**config.mk**
```make
export PLATFORM = sky130hd
export DESIGN_NAME = alu_unit
export DESIGN_NICKNAME = d
export VERILOG_FILES = /design/src/rtl/alu_pkg.sv /design/src/rtl/alu_addsub.sv /design/src/rtl/alu_unit.sv
export SDC_FILE = /design/constraint.sdc
export NUM_CORES = 1
export LEC_CHECK = 0
export ABC_AREA = 0
export CORE_MARGIN = 2
export CORE_UTILIZATION = 50
export CTS_CLUSTER_SIZE = 25
export DETAILED_ROUTE_END_ITERATION = 7
export PLACE_DENSITY = 0.94
export SLEW_MARGIN = 10
export SYNTH_ARGS = -nofsm -noshare
export SYNTH_HDL_FRONTEND = slang
export SYNTH_SLANG_ARGS = --single-unit
```
**constraint.sdc**
```tcl
create_clock -name clk -period 5.47 [get_ports clk]
set_clock_uncertainty 0.05 [all_clocks]
set_input_delay 1.3675 -clock clk [delete_from_list [all_inputs] [get_ports clk]]
set_output_delay 1.3675 -clock clk [all_outputs]
set_load 0.1 [all_outputs]
```
**src/rtl/alu_pkg.sv**
```systemverilog
// ============================================================================
// Module      : alu_pkg
// Description : Shared function codes and flag bit positions for alu_unit.
// Revision    : 1.0 - initial release
// ============================================================================
`default_nettype none

package alu_pkg;

    typedef enum logic [2:0] {
        RA   = 3'b000,
        RB   = 3'b001,
        RADD = 3'b010,
        RSUB = 3'b011,
        RAND = 3'b100,
        ROR  = 3'b101,
        RXOR = 3'b110,
        RNOT = 3'b111
    } alu_func_e;

    localparam int FLAG_V = 3;
    localparam int FLAG_N = 2;
    localparam int FLAG_Z = 1;
    localparam int FLAG_C = 0;

endpackage : alu_pkg

`default_nettype wire

```
**src/rtl/alu_addsub.sv**
```systemverilog
// ============================================================================
// Module      : alu_addsub
// Description : Combinational N-bit adder/subtractor with carry/borrow and
//               signed-overflow outputs.
// Revision    : 1.0 - initial release
// ============================================================================
`default_nettype none

module alu_addsub #(
    parameter int N = 8
) (
    input  logic [N-1:0] i_a,
    input  logic [N-1:0] i_b,
    input  logic         i_sub,
    output logic [N-1:0] o_sum,
    output logic         o_carry,
    output logic         o_ovf
);

    logic [N:0] w_ext;

    // Zero-extended operation: bit N is the carry for add and the borrow
    // (unsigned a < b) for subtract.
    assign w_ext   = i_sub ? ({1'b0, i_a} - {1'b0, i_b})
                           : ({1'b0, i_a} + {1'b0, i_b});
    assign o_sum   = w_ext[N-1:0];
    assign o_carry = w_ext[N];

    assign o_ovf = i_sub ? ((i_a[N-1] != i_b[N-1]) && (w_ext[N-1] != i_a[N-1]))
                         : ((i_a[N-1] == i_b[N-1]) && (w_ext[N-1] != i_a[N-1]));

endmodule : alu_addsub

`default_nettype wire

```
**src/rtl/alu_unit.sv**
```systemverilog
// ============================================================================
// Module      : alu_unit
// Description : N-bit ALU with registered result and {V,N,Z,C} flags.
//               Define ALU_LOGIC_OPS_EN to build the AND/OR/XOR/NOT codes;
//               otherwise codes 100-111 behave as RA.
// Revision    : 1.0 - initial release
// ============================================================================
`default_nettype none

module alu_unit
    import alu_pkg::*;
#(
    parameter int N = 8
) (
    input  logic         clk,
    input  logic         reset,
    input  logic [N-1:0] a,
    input  logic [N-1:0] b,
    input  logic [2:0]   func,
    output logic [3:0]   flags,
    output logic [N-1:0] result
);

    logic [N-1:0] w_sum;
    logic         w_carry;
    logic         w_ovf;
    logic         w_sub;
    logic [N-1:0] w_res;
    logic         w_v;
    logic         w_c;
    logic [3:0]   w_flags;

    logic [N-1:0] r_result;
    logic [3:0]   r_flags;

    assign w_sub = (func == RSUB);

    alu_addsub #(
        .N (N)
    ) u_addsub (
        .i_a     (a),
        .i_b     (b),
        .i_sub   (w_sub),
        .o_sum   (w_sum),
        .o_carry (w_carry),
        .o_ovf   (w_ovf)
    );

    always_comb begin
        w_res = a;
        w_v   = 1'b0;
        w_c   = 1'b0;
        case (func)
            RA:   w_res = a;
            RB:   w_res = b;
            RADD, RSUB: begin
                w_res = w_sum;
                w_v   = w_ovf;
                w_c   = w_carry;
            end
`ifdef ALU_LOGIC_OPS_EN
            RAND: w_res = a & b;
            ROR:  w_res = a | b;
            RXOR: w_res = a ^ b;
            RNOT: w_res = ~a;
`endif
            // Without the logic ops, the upper codes fall back to passing a.
            default: w_res = a;
        endcase
    end

    always_comb begin
        w_flags         = 4'b0000;
        w_flags[FLAG_V] = w_v;
        w_flags[FLAG_N] = w_res[N-1];
        w_flags[FLAG_Z] = (w_res == '0);
        w_flags[FLAG_C] = w_c;
    end

    always_ff @(posedge clk) begin
        if (reset) begin
            r_result <= '0;
            r_flags  <= 4'b0000;
        end else begin
            r_result <= w_res;
            r_flags  <= w_flags;
        end
    end

    assign result = r_result;
    assign flags  = r_flags;

endmodule : alu_unit

`default_nettype wire

```
# == After elaboration in Yosys (flattened, before gate mapping) ==
# Index checks and enable logic that the tools add are counted.
# word_totals
reg_bits,12
latchBits,0
ramBits,0
mem_bits_ro,0
inputBits,21
output_inout_bits,12
elab_cells,20
mem_count,0
# classes
n_addsub,2
multipliers,0
n_div,0
n_lt_le_gt_ge,0
n_eq_ne,6
shift,0
mux,3
n_bitwise,1
reduce_logical,5
# op_table
cell,count
$pmux 8 s2,1
$add 8x8->9,1
$mux 9,1
$sub 8x8->9,1
$logic_not 8->1,1
$eq 3x2->1 const B,2
$reduce_or 2->1,2
$eq 3x1->1 const B,1
$logic_and 1x1->1,2
$ne 1x1->1,2
$eq 1x1->1,1
$mux 1,1
$not 1->1,1

# == Depth between registers and ports, before layout ==
# Gate-level depths: netlist (run 1).
# depth
ltp_word,5
mapped_depth,14
mapped_depth_nobuf,12

# == By module ==
# Synthesis (run 1) repeated with hierarchy kept, for this count alone.
# hier_totals
hier_cells,135
area_unflattened_um2,1111.1
# by_module_without_submodules
module,instances,cells_per_inst,area_each_um2,seq_area_each_um2
alu_unit,1,61,588.1,220.2
alu_addsub,1,74,523.0,0.0

# == Worst setup path after synthesis (run 1) ==
# OpenSTA, ideal clock, no wires.
# synth_path
path_kind,input port to flip-flop
startpoint,in func[1]
endpoint,reg r_flags[3] (netlist: flags[3])
setup_time_ps,80
arrival_ps,3853
setup_slack_ps,1488
cell_stages,13
path_cell_list,buf_2 -> nor2b_1 -> buf_2 -> nand2_1 -> o21ai_0 -> inv_1 -> ha_1 -> nor2b_4 -> o31a_1 -> a311oi_2 -> xor2_1 -> or3_1 -> a211oi_2
# synth_between
elab_chain_len,5
elab_cells_between_ends,10
cone_classes,3 x eq/ne; 2 x mux; 1 x bitwise; 4 x reduce/logical
# synth_rtl
item,line_no,text
from (decl),alu_unit.sv:19,"input logic [2:0] func,"
$eq 3x2->1,"alu_unit.sv:36, alu_unit.sv:53",
$mux 9,alu_addsub.sv:24,"assign w_ext = i_sub ? ({1'b0, i_a} - {1'b0, i_b})"
$ne 1x1->1,"alu_addsub.sv:29, alu_addsub.sv:30",
$logic_and 1x1->1 (on tied branches),"alu_addsub.sv:30, alu_addsub.sv:29",
$mux 1,alu_addsub.sv:29,assign o_ovf = i_sub ? ((i_a[N-1] != i_b[N-1]) && (w_ext[N-1] != i_a[N-1]))
to (signal assigned),alu_unit.sv:86,r_flags <= w_flags;
to (decl),alu_unit.sv:34,logic [3:0] r_flags;
# Parallel ways exist; a longest one is shown, timed or not.
# A chain may end at the register's enable or synchronous reset.

# == Worst setup path in the final report (run 1) ==
# layout_path
startpoint,in func[1]
endpoint,reg r_flags[1] (netlist: flags[1])
# layout_between
elab_chain_len,4
elab_cells_between_ends,7
cone_classes,3 x eq/ne; 2 x mux; 2 x reduce/logical
# layout_rtl
item,line_no,text
$eq 3x2->1 (on tied branches),"alu_unit.sv:36, alu_unit.sv:53",
$mux 9 or $reduce_or 2->1 (tied branches),"alu_addsub.sv:24, alu_unit.sv:53",
$pmux 8 s2 *,alu_unit.sv:53,case (func)
$logic_not 8->1 *,alu_unit.sv:76,w_flags[FLAG_Z] = (w_res == '0);
# Mark *: on every way between the ends. The rest lies on a longest branch, timed or not.

==> results of run 1 <==
-- how the worst max path moves through the flow --
stage	startpoint	endpoint	slack (ps)	cells past startpoint
floorplan	func[1]	flags[3]	1490	13
global placement	func[1]	flags[1]	920	12
detailed placement	func[1]	flags[3]	860	12
CTS	func[1]	flags[3]	1140	12
global route	func[1]	result[6]	870	12
finish	func[1]	flags[1]	1080	12
-- Yosys cell counts, types with 2 or more instances --
library cell               instances  area, um2
sky130_fd_sc_hd__nor2_1           15       56.3
sky130_fd_sc_hd__a21oi_1          12       60.1
sky130_fd_sc_hd__dfxtp_1          11        220
sky130_fd_sc_hd__nor2b_1          10       62.6
sky130_fd_sc_hd__ha_1              9        113
sky130_fd_sc_hd__o21ai_0           8       40.0
sky130_fd_sc_hd__inv_1             7       26.3
sky130_fd_sc_hd__nand2_1           6       22.5
sky130_fd_sc_hd__xor2_1            6       52.6
sky130_fd_sc_hd__buf_2             4       20.0
sky130_fd_sc_hd__nand2b_1          4       25.0
sky130_fd_sc_hd__or3_1             4       25.0
sky130_fd_sc_hd__o22a_1            3       26.3
sky130_fd_sc_hd__o22ai_1           3       18.8
sky130_fd_sc_hd__xnor2_1           3       26.3
sky130_fd_sc_hd__a221oi_1          2       17.5
sky130_fd_sc_hd__a31oi_1           2       12.5
sky130_fd_sc_hd__and2_1            2       12.5
sky130_fd_sc_hd__nor3_1            2       10.0
sky130_fd_sc_hd__nor3b_1           2       15.0
sky130_fd_sc_hd__o21a_1            2       15.0
sky130_fd_sc_hd__o221ai_1          2       17.5
sky130_fd_sc_hd__o31a_1            2       17.5
sky130_fd_sc_hd__o31ai_1           2       15.0
-- metal layers --
layer	wire [um]	GRT usage
met2	1430	0.441
met4	56	0.108
met1	1130	0.277
met5	0	0
met3	222	0.00877
-- final cells by class --
type | instances | area [um2] | share of cell area
clock buffer | 4 | 26.3 | 0.0180
inverter | 7 | 26.3 | 0.0180
multi-input combinational | 117 | 821 | 0.561
sequential | 11 | 220 | 0.151
tap | 27 | 33.8 | 0.0231
timing repair buffer | 34 | 335 | 0.229
-- cell usage in the layout (no fill, tap or decap), types with 4 or more instances in the layout --
cell type                         instances
sky130_fd_sc_hd__dfxtp_1                 11
sky130_fd_sc_hd__xor2_1                   6
sky130_fd_sc_hd__nand2b_1                 4
sky130_fd_sc_hd__clkdlybuf4s50_1         32
sky130_fd_sc_hd__nand2_1                  6
sky130_fd_sc_hd__o21ai_0                  8
sky130_fd_sc_hd__or3_1                    4
sky130_fd_sc_hd__nor2_1                  15
sky130_fd_sc_hd__nor2b_1                 10
sky130_fd_sc_hd__a21oi_1                 12
sky130_fd_sc_hd__ha_1                     9
sky130_fd_sc_hd__inv_1                    7
-- cells by family after synthesis --
| logic type | count (synthesis) |
|---|---|
| AOI/OAI and AO/OA | 45 |
| xor gates and xnor gates | 9 |
| adders and majority gates | 10 |
| buffers and inverters | 13 |
| DFF | 11 |
| and+or+nand+nor | 53 |
-- through the flow --
step | util | cells | instance area (um2) | setup WS, ps
2_1_floorplan | - | 141 | 1100 | 1490
3_3_place_gp | 0.710 | 196 | 1440 | 918
3_5_place_dp | 0.710 | 196 | 1440 | 860
4_1_cts | 0.723 | 200 | 1460 | 1140
5_1_grt | 0.723 | 200 | 1460 | 868
6_report | 0.723 | 200 | 1460 | 1080
-- worst max-delay path: cells and delay by family --
family | cells | cell delay, ps
AND/OR/NAND/NOR | 6 | 1250
AO/OA/AOI/OAI | 3 | 870
buffers and inverters | 2 | 740
adder cells (fa/ha/maj) | 1 | 270
-- sequential cells by signal (all words and copies together) (netlist names) --
name    count
flags       3
result      8
-- power groups by stage --
stage	combinational (W)	sequential, W	clock (W)
after floorplan	0.0000905	0.000136	0
after global placement	0.000183	0.0000897	0
after detailed placement	0.000186	0.0000902	0
after CTS	0.000186	0.0000883	0.0000557
after global routing	0.000202	0.0000885	0.0000571
final	0.000188	0.0000882	0.0000536
==> metrics.sh, run 1 <==
RUN_STATUS='finished clean'
GRT_MAX_DEGREE=15
MAX-CAP-VIOLATIONS=0
CLOCK_TREE.ROOT_CELL='sky130_fd_sc_hd__clkbuf_4'
SYNTH_SIMPLE_GATE_AREA_SHARE=0.272
SYNTH_FLOP_CELL='sky130_fd_sc_hd__dfxtp_1'
GRT_OVERFLOW=0
WORSTSETUPPATHTYPE='primary input to register'
CRIT_CHAIN='clkdlybuf4s50_1 -> nor2b_1 -> nand2_1 -> o21ai_0 -> inv_1 -> ha_1 -> nor2b_4 -> o21ai_0 -> or3b_1 -> a221oi_1 -> nand4_1 -> nor4_2'
WORST_MIN_PATH_START='a[0]'
CTS.SINKS=11
FIN_TOTAL_PWR_W=0.000330
REG_CLK_SLEW_REPORTED_PATHS_PS=60
HTREE_LEVELS=1
REMAINING_DRC_ERRORS=0
CP_DATA_ARRIVAL_TIME_PS=4520
ROUTED_VIA_DENSITY=5.96
SYNTH_COMPOUND_AREA_FRAC=0.282
ROUTED-VIA-COUNT=1191
ANT_NETS=0
SYNTHESIS.INSTANCES=141
ENDPOINT_KIND='register'
TIMING_MAX_TRANSITION_VIOLATIONS_FINAL=0
TIMING.MAX_SLEW.REL_SLACK=0.351
FP.DIEAREA_UM2=2590
CTS_REPAIR_RESIZE_COUNT=0
HPWL_UM=2340
P_INT_W=0.000184
SYNTH_ASYNC_SR_FLOP_SHARE=0
INITIAL_CELL_DENSITY_OF_THE_CORE=0.543
DRT-PASS1-ITER-COUNT=4
COMB_POWER_SHARE=0.571
CTS_TREE='built'
LARGEST_FAMILY_OF_LOGIC_CELLS_BY_SYNTHESIZED_AREA='compound AO/OA/AOI/OAI gates'
FINALWEIGHTEDCONGESTION=0.953
HOLD_SLACK_PS=1740
DRT_FIRST_ITER_VIOLATIONS=50
SYN_AREA_UM2=1100
TIMING.CRITICAL_PATH.FANOUT_MAX=10
PORT_BUFFERS=32
SHARE_CLK_OF_TOTAL_POWER=0.162
SEQ_CELLS_POST_SYNTH=11
GRT_USE_TOTAL=0.236
VDD.IR_DROP.WORST_uV=160
HOLD_ENDPOINT='result[0]'
SYN_AVG_CELL_AREA_UM2=7.79
INSERTEDDIODECOUNT=0
MEASURED_SLEW_AT_THE_WORST_SLEW_CHECK_PIN_PS=970
CRITICAL_PATH_SOURCE_TYPE='primary input'
CORE_AREA_UM2=2020
POST_ROUTE_CELLS_DRIVE_ABOVE_1_SHARE=0.0520
SETUP_TNS_PS=0
CRITICAL_PATH_MOST_COMMON_CELL='sky130_fd_sc_hd__o21ai_0'
TIMING.FINAL.CRIT_PERIOD_PS=4390
GRT_ANTENNA_BEFORE_REPAIR=0
SWITCHING_SHARE=0.443
CRITPATHSLOWESTCELL='sky130_fd_sc_hd__clkdlybuf4s50_1'
VIA_COUNT_OF_THE_FIRST_GLOBAL_ROUTING_PASS=1042
FRACTION_OF_THE_CYCLE_THE_FINAL_WORST_PATH_NEEDS=0.802
YS_TYPES=42
NNETSFINAL=205
SHARE_OF_SYNTHESIZED_CELL_AREA_IN_FULL_ADDER_HALF_ADDER_AND_MAJORITY_CELLS=0.121
CTS.HOLD.BUFFERS_ADDED=0
WORST_PATH_LARGEST_CELL_DELAY_PS=650
P_PER_AREA_nW_PER_UM2=226
CLOCK.FMAX_MHz=228
HOLD_CLASS='primary input to register'
SETUP-VIOLATIONS-FINAL=0
MULTIPLEXER_SHARE_OF_THE_SYNTHESIZED_AREA=0
HOLD_VIOL_FINAL=0
WL_PER_CELL_UM=14.2
WIRE_LENGTH_OF_THE_FIRST_GLOBAL_ROUTING_PASS_UM=4600
DIE_HEIGHT_UM=50.9
SYNTH_EDF_COUNT=0
PLACEMENTROWS=16
SYNTH-WARNING-COUNT=0
SYNTH_XOR_AREA_FRAC=0.0718
CTS_SETUP_BUFFERS=0
MAX-CLOCK-PATH-BUFFERS=2
FILLERINSTANCES=153
WORSTPATHREQUIRED_PS=5600
CTS_BUFFERS=3
POWER.SWITCHING_W=0.000146
AREA_GROWTH_SYN_TO_LAYOUT_PCT=33.1
RSZ_0062_RAISED_AFTER_GLOBAL_ROUTING='false'
WORSTHOLDPATHCELLS=3
DIE_W_UM=50.9
POSTSYNTHNETCOUNT=172
LEAKAGE_nW=0.565
TOP_LEVEL_PORTS=33
ROUTED_WL_UM=2840
YOSYSSEQAREASHARE=0.200
POWER_FRAC_SEQ=0.267
(Power assumes the default switching activity.)
==> run 2: changes to the inputs <==
- CORE_UTILIZATION: 50 -> 42
- PLACE_DENSITY: 0.94 -> 0.85
- clock period: 5.47 -> 3.64 ns (I/O delays scaled with it)
==> run 2 against run 1 <==
  * Sequential power up 50%
  * Clock power up 51%
  * Non-clock buffer count up 29
  * Count of clock-buffer cells in the layout unchanged
  * Via count up 12%
  * Sequential share of layout area down 2.5 points
  * Critical path depth up 2
  * Largest cell class unchanged
==> metrics.sh, run 2 (synthesized netlist as in run 1, its figures left out) <==
RUN_STATUS='finished clean'
SETUP-VIOLATIONS-FINAL=0
TIMING_MAX_TRANSITION_VIOLATIONS_FINAL=0
CRITICAL_PATH_SOURCE_TYPE='primary input'
MULTI_INPUT_COMB_AREA_UM2=886
MOST-COMMON-LAYOUT-CELLS='sky130_fd_sc_hd__buf_4 (31), sky130_fd_sc_hd__clkdlybuf4s50_1 (30), sky130_fd_sc_hd__nor2_1 (14)'
INSERTEDDIODECOUNT=0
P_PER_AREA_nW_PER_UM2=315
LARGEST_REGISTER_FFS=8
DIE_W_UM=55.1
DRT-PASS1-ITER-COUNT=5
AREA.SEQUENTIAL_UM2=220
TIMING.CRITICAL_PATH.FANOUT_MAX=3
CTS_BUFFERS=3
ANT_NETS=0
CLOCK.FMAX_MHz=280
SETUP_WS_FINAL_PS=67.4
REG_CLK_SLEW_REPORTED_PATHS_PS=60
TOP_LEVEL_PORTS=33
CLOCK_TREE.ROOT_CELL='sky130_fd_sc_hd__clkbuf_4'
NNETSFINAL=234
CP_DATA_ARRIVAL_TIME_PS=3710
VDD.IR_DROP.WORST_uV=302
CORE_AREA_UM2=2480
GRT_MAX_DEGREE=13
PORT_BUFFERS=32
WIRE_LENGTH_OF_THE_FIRST_GLOBAL_ROUTING_PASS_UM=5280
HOLD_VIOL_FINAL=0
FINALWEIGHTEDCONGESTION=0.944
CTS.HOLD.BUFFERS_ADDED=0
FIN_TOTAL_PWR_W=0.000553
CTS_TREE='built'
ENDPOINT_KIND='register'
INITIAL_CELL_DENSITY_OF_THE_CORE=0.443
MOSTFREQUENTLAYOUTCELL='sky130_fd_sc_hd__buf_4'
DIE_HEIGHT_UM=55.1
HOLD_SLACK_PS=1290
WORSTSETUPPATHTYPE='primary input to register'
VIA_COUNT_OF_THE_FIRST_GLOBAL_ROUTING_PASS=1251
HPWL_UM=2740
DRT_FIRST_ITER_VIOLATIONS=51
HOLD_CLASS='primary input to register'
FP.DIEAREA_UM2=3040
GRT_OVERFLOW=0
CTS.SINKS=11
MAX-CLOCK-PATH-BUFFERS=2
HTREE_LEVELS=1
GRT_USE_TOTAL=0.243
LEAKAGE_nW=0.748
AREA_GROWTH_SYN_TO_LAYOUT_PCT=59.7
PLACEMENTROWS=18
DETAILED_PLACE.AREA_UM2=1650
ROUTED_VIA_DENSITY=5.73
WL_PER_CELL_UM=15.5
ROUTED_WL_UM=3590
TIMING.MAX_SLEW.REL_SLACK=0.349
FRACTION_OF_THE_CYCLE_THE_FINAL_WORST_PATH_NEEDS=0.981
MAX-CAP-VIOLATIONS=0
WORSTPATHREQUIRED_PS=3780
REMAINING_DRC_ERRORS=0
ROUTED-VIA-COUNT=1329
PLACE_WS_PS=-346
FILLERINSTANCES=195
STDCELL_AREA_UM2=1750
MEASURED_SLEW_AT_THE_WORST_SLEW_CHECK_PIN_PS=974
TIMING.FINAL.CRIT_PERIOD_PS=3570
POST_ROUTE_CELLS_DRIVE_ABOVE_1_SHARE=0.243
GRT_ANTENNA_BEFORE_REPAIR=0
==> run 2: cell types whose count changed in the layout (fill, tap and decap cells not counted), sizes merged <==
| cell | before | now |
|---|---|---|
| buf | 2 | 31 |
| clkdlybuf4s50 | 32 | 30 |
| dlymetal6s2s | 0 | 2 |
==> run 2: report_power, final <==
| group | internal, W | switching (W) |
|---|---|---|
| registers | 0.000130 | 0.00000238 |
| clock network | 0.0000425 | 0.0000383 |
| logic | 0.000139 | 0.000201 |
==> run 2: final cells by class <==
cell class                      instances  share of cell area
Clock buffer                            4              0.0150
Tap cell                               30              0.0214
Sequential cell                        11               0.126
Inverter                                7              0.0150
Timing Repair Buffer                   63               0.318
Multi-Input combinational cell        117               0.505
==> run 2: critical path, cell delays in order <==
cell,delay [ps]
sky130_fd_sc_hd__clkdlybuf4s50_1,410
sky130_fd_sc_hd__nor2b_2,160
sky130_fd_sc_hd__buf_4,130
sky130_fd_sc_hd__and2_1,190
sky130_fd_sc_hd__buf_4,140
sky130_fd_sc_hd__nor2_2,120
sky130_fd_sc_hd__xnor2_1,90
sky130_fd_sc_hd__ha_1,330
sky130_fd_sc_hd__buf_4,150
sky130_fd_sc_hd__buf_4,120
sky130_fd_sc_hd__a311oi_2,270
sky130_fd_sc_hd__xor2_1,140
sky130_fd_sc_hd__or3_1,340
sky130_fd_sc_hd__a211oi_2,210
==> run 2: through the flow <==
stage | TNS, ps | utilization | std cells
2_1_floorplan | 0 | - | 141
3_3_place_gp | -857 | 0.666 | 227
3_5_place_dp | -1470 | 0.666 | 227
4_1_cts | 0 | 0.681 | 231
5_1_grt | -70.0 | 0.708 | 232
6_report | 0 | 0.708 | 232
==> run 2: worst paths after layout <==
kind | from | endpoint | cells past startpoint
hold / removal | b[2] | result[2] | 5
setup / recovery | func[1] | flags[3] | 14
==> run 2: what timing repair did <==
| action | 4_1_cts | 5_1_grt |
|---|---|---|
| setup endpoints to repair | 3 | 5 |
| pin swaps | 4 | 11 |
| gates resized for setup | 4 | 14 |
| buffers inserted | 0 | 2 |
==> run 2: per-layer routing <==
| layer | GRT usage | share of wire |
|---|---|---|
| met1 | 0.262 | 0.39 |
| met2 | 0.458 | 0.53 |
| met3 | 0.0349 | 0.064 |
| met4 | 0.118 | 0.016 |
| met5 | 0 | 0 |
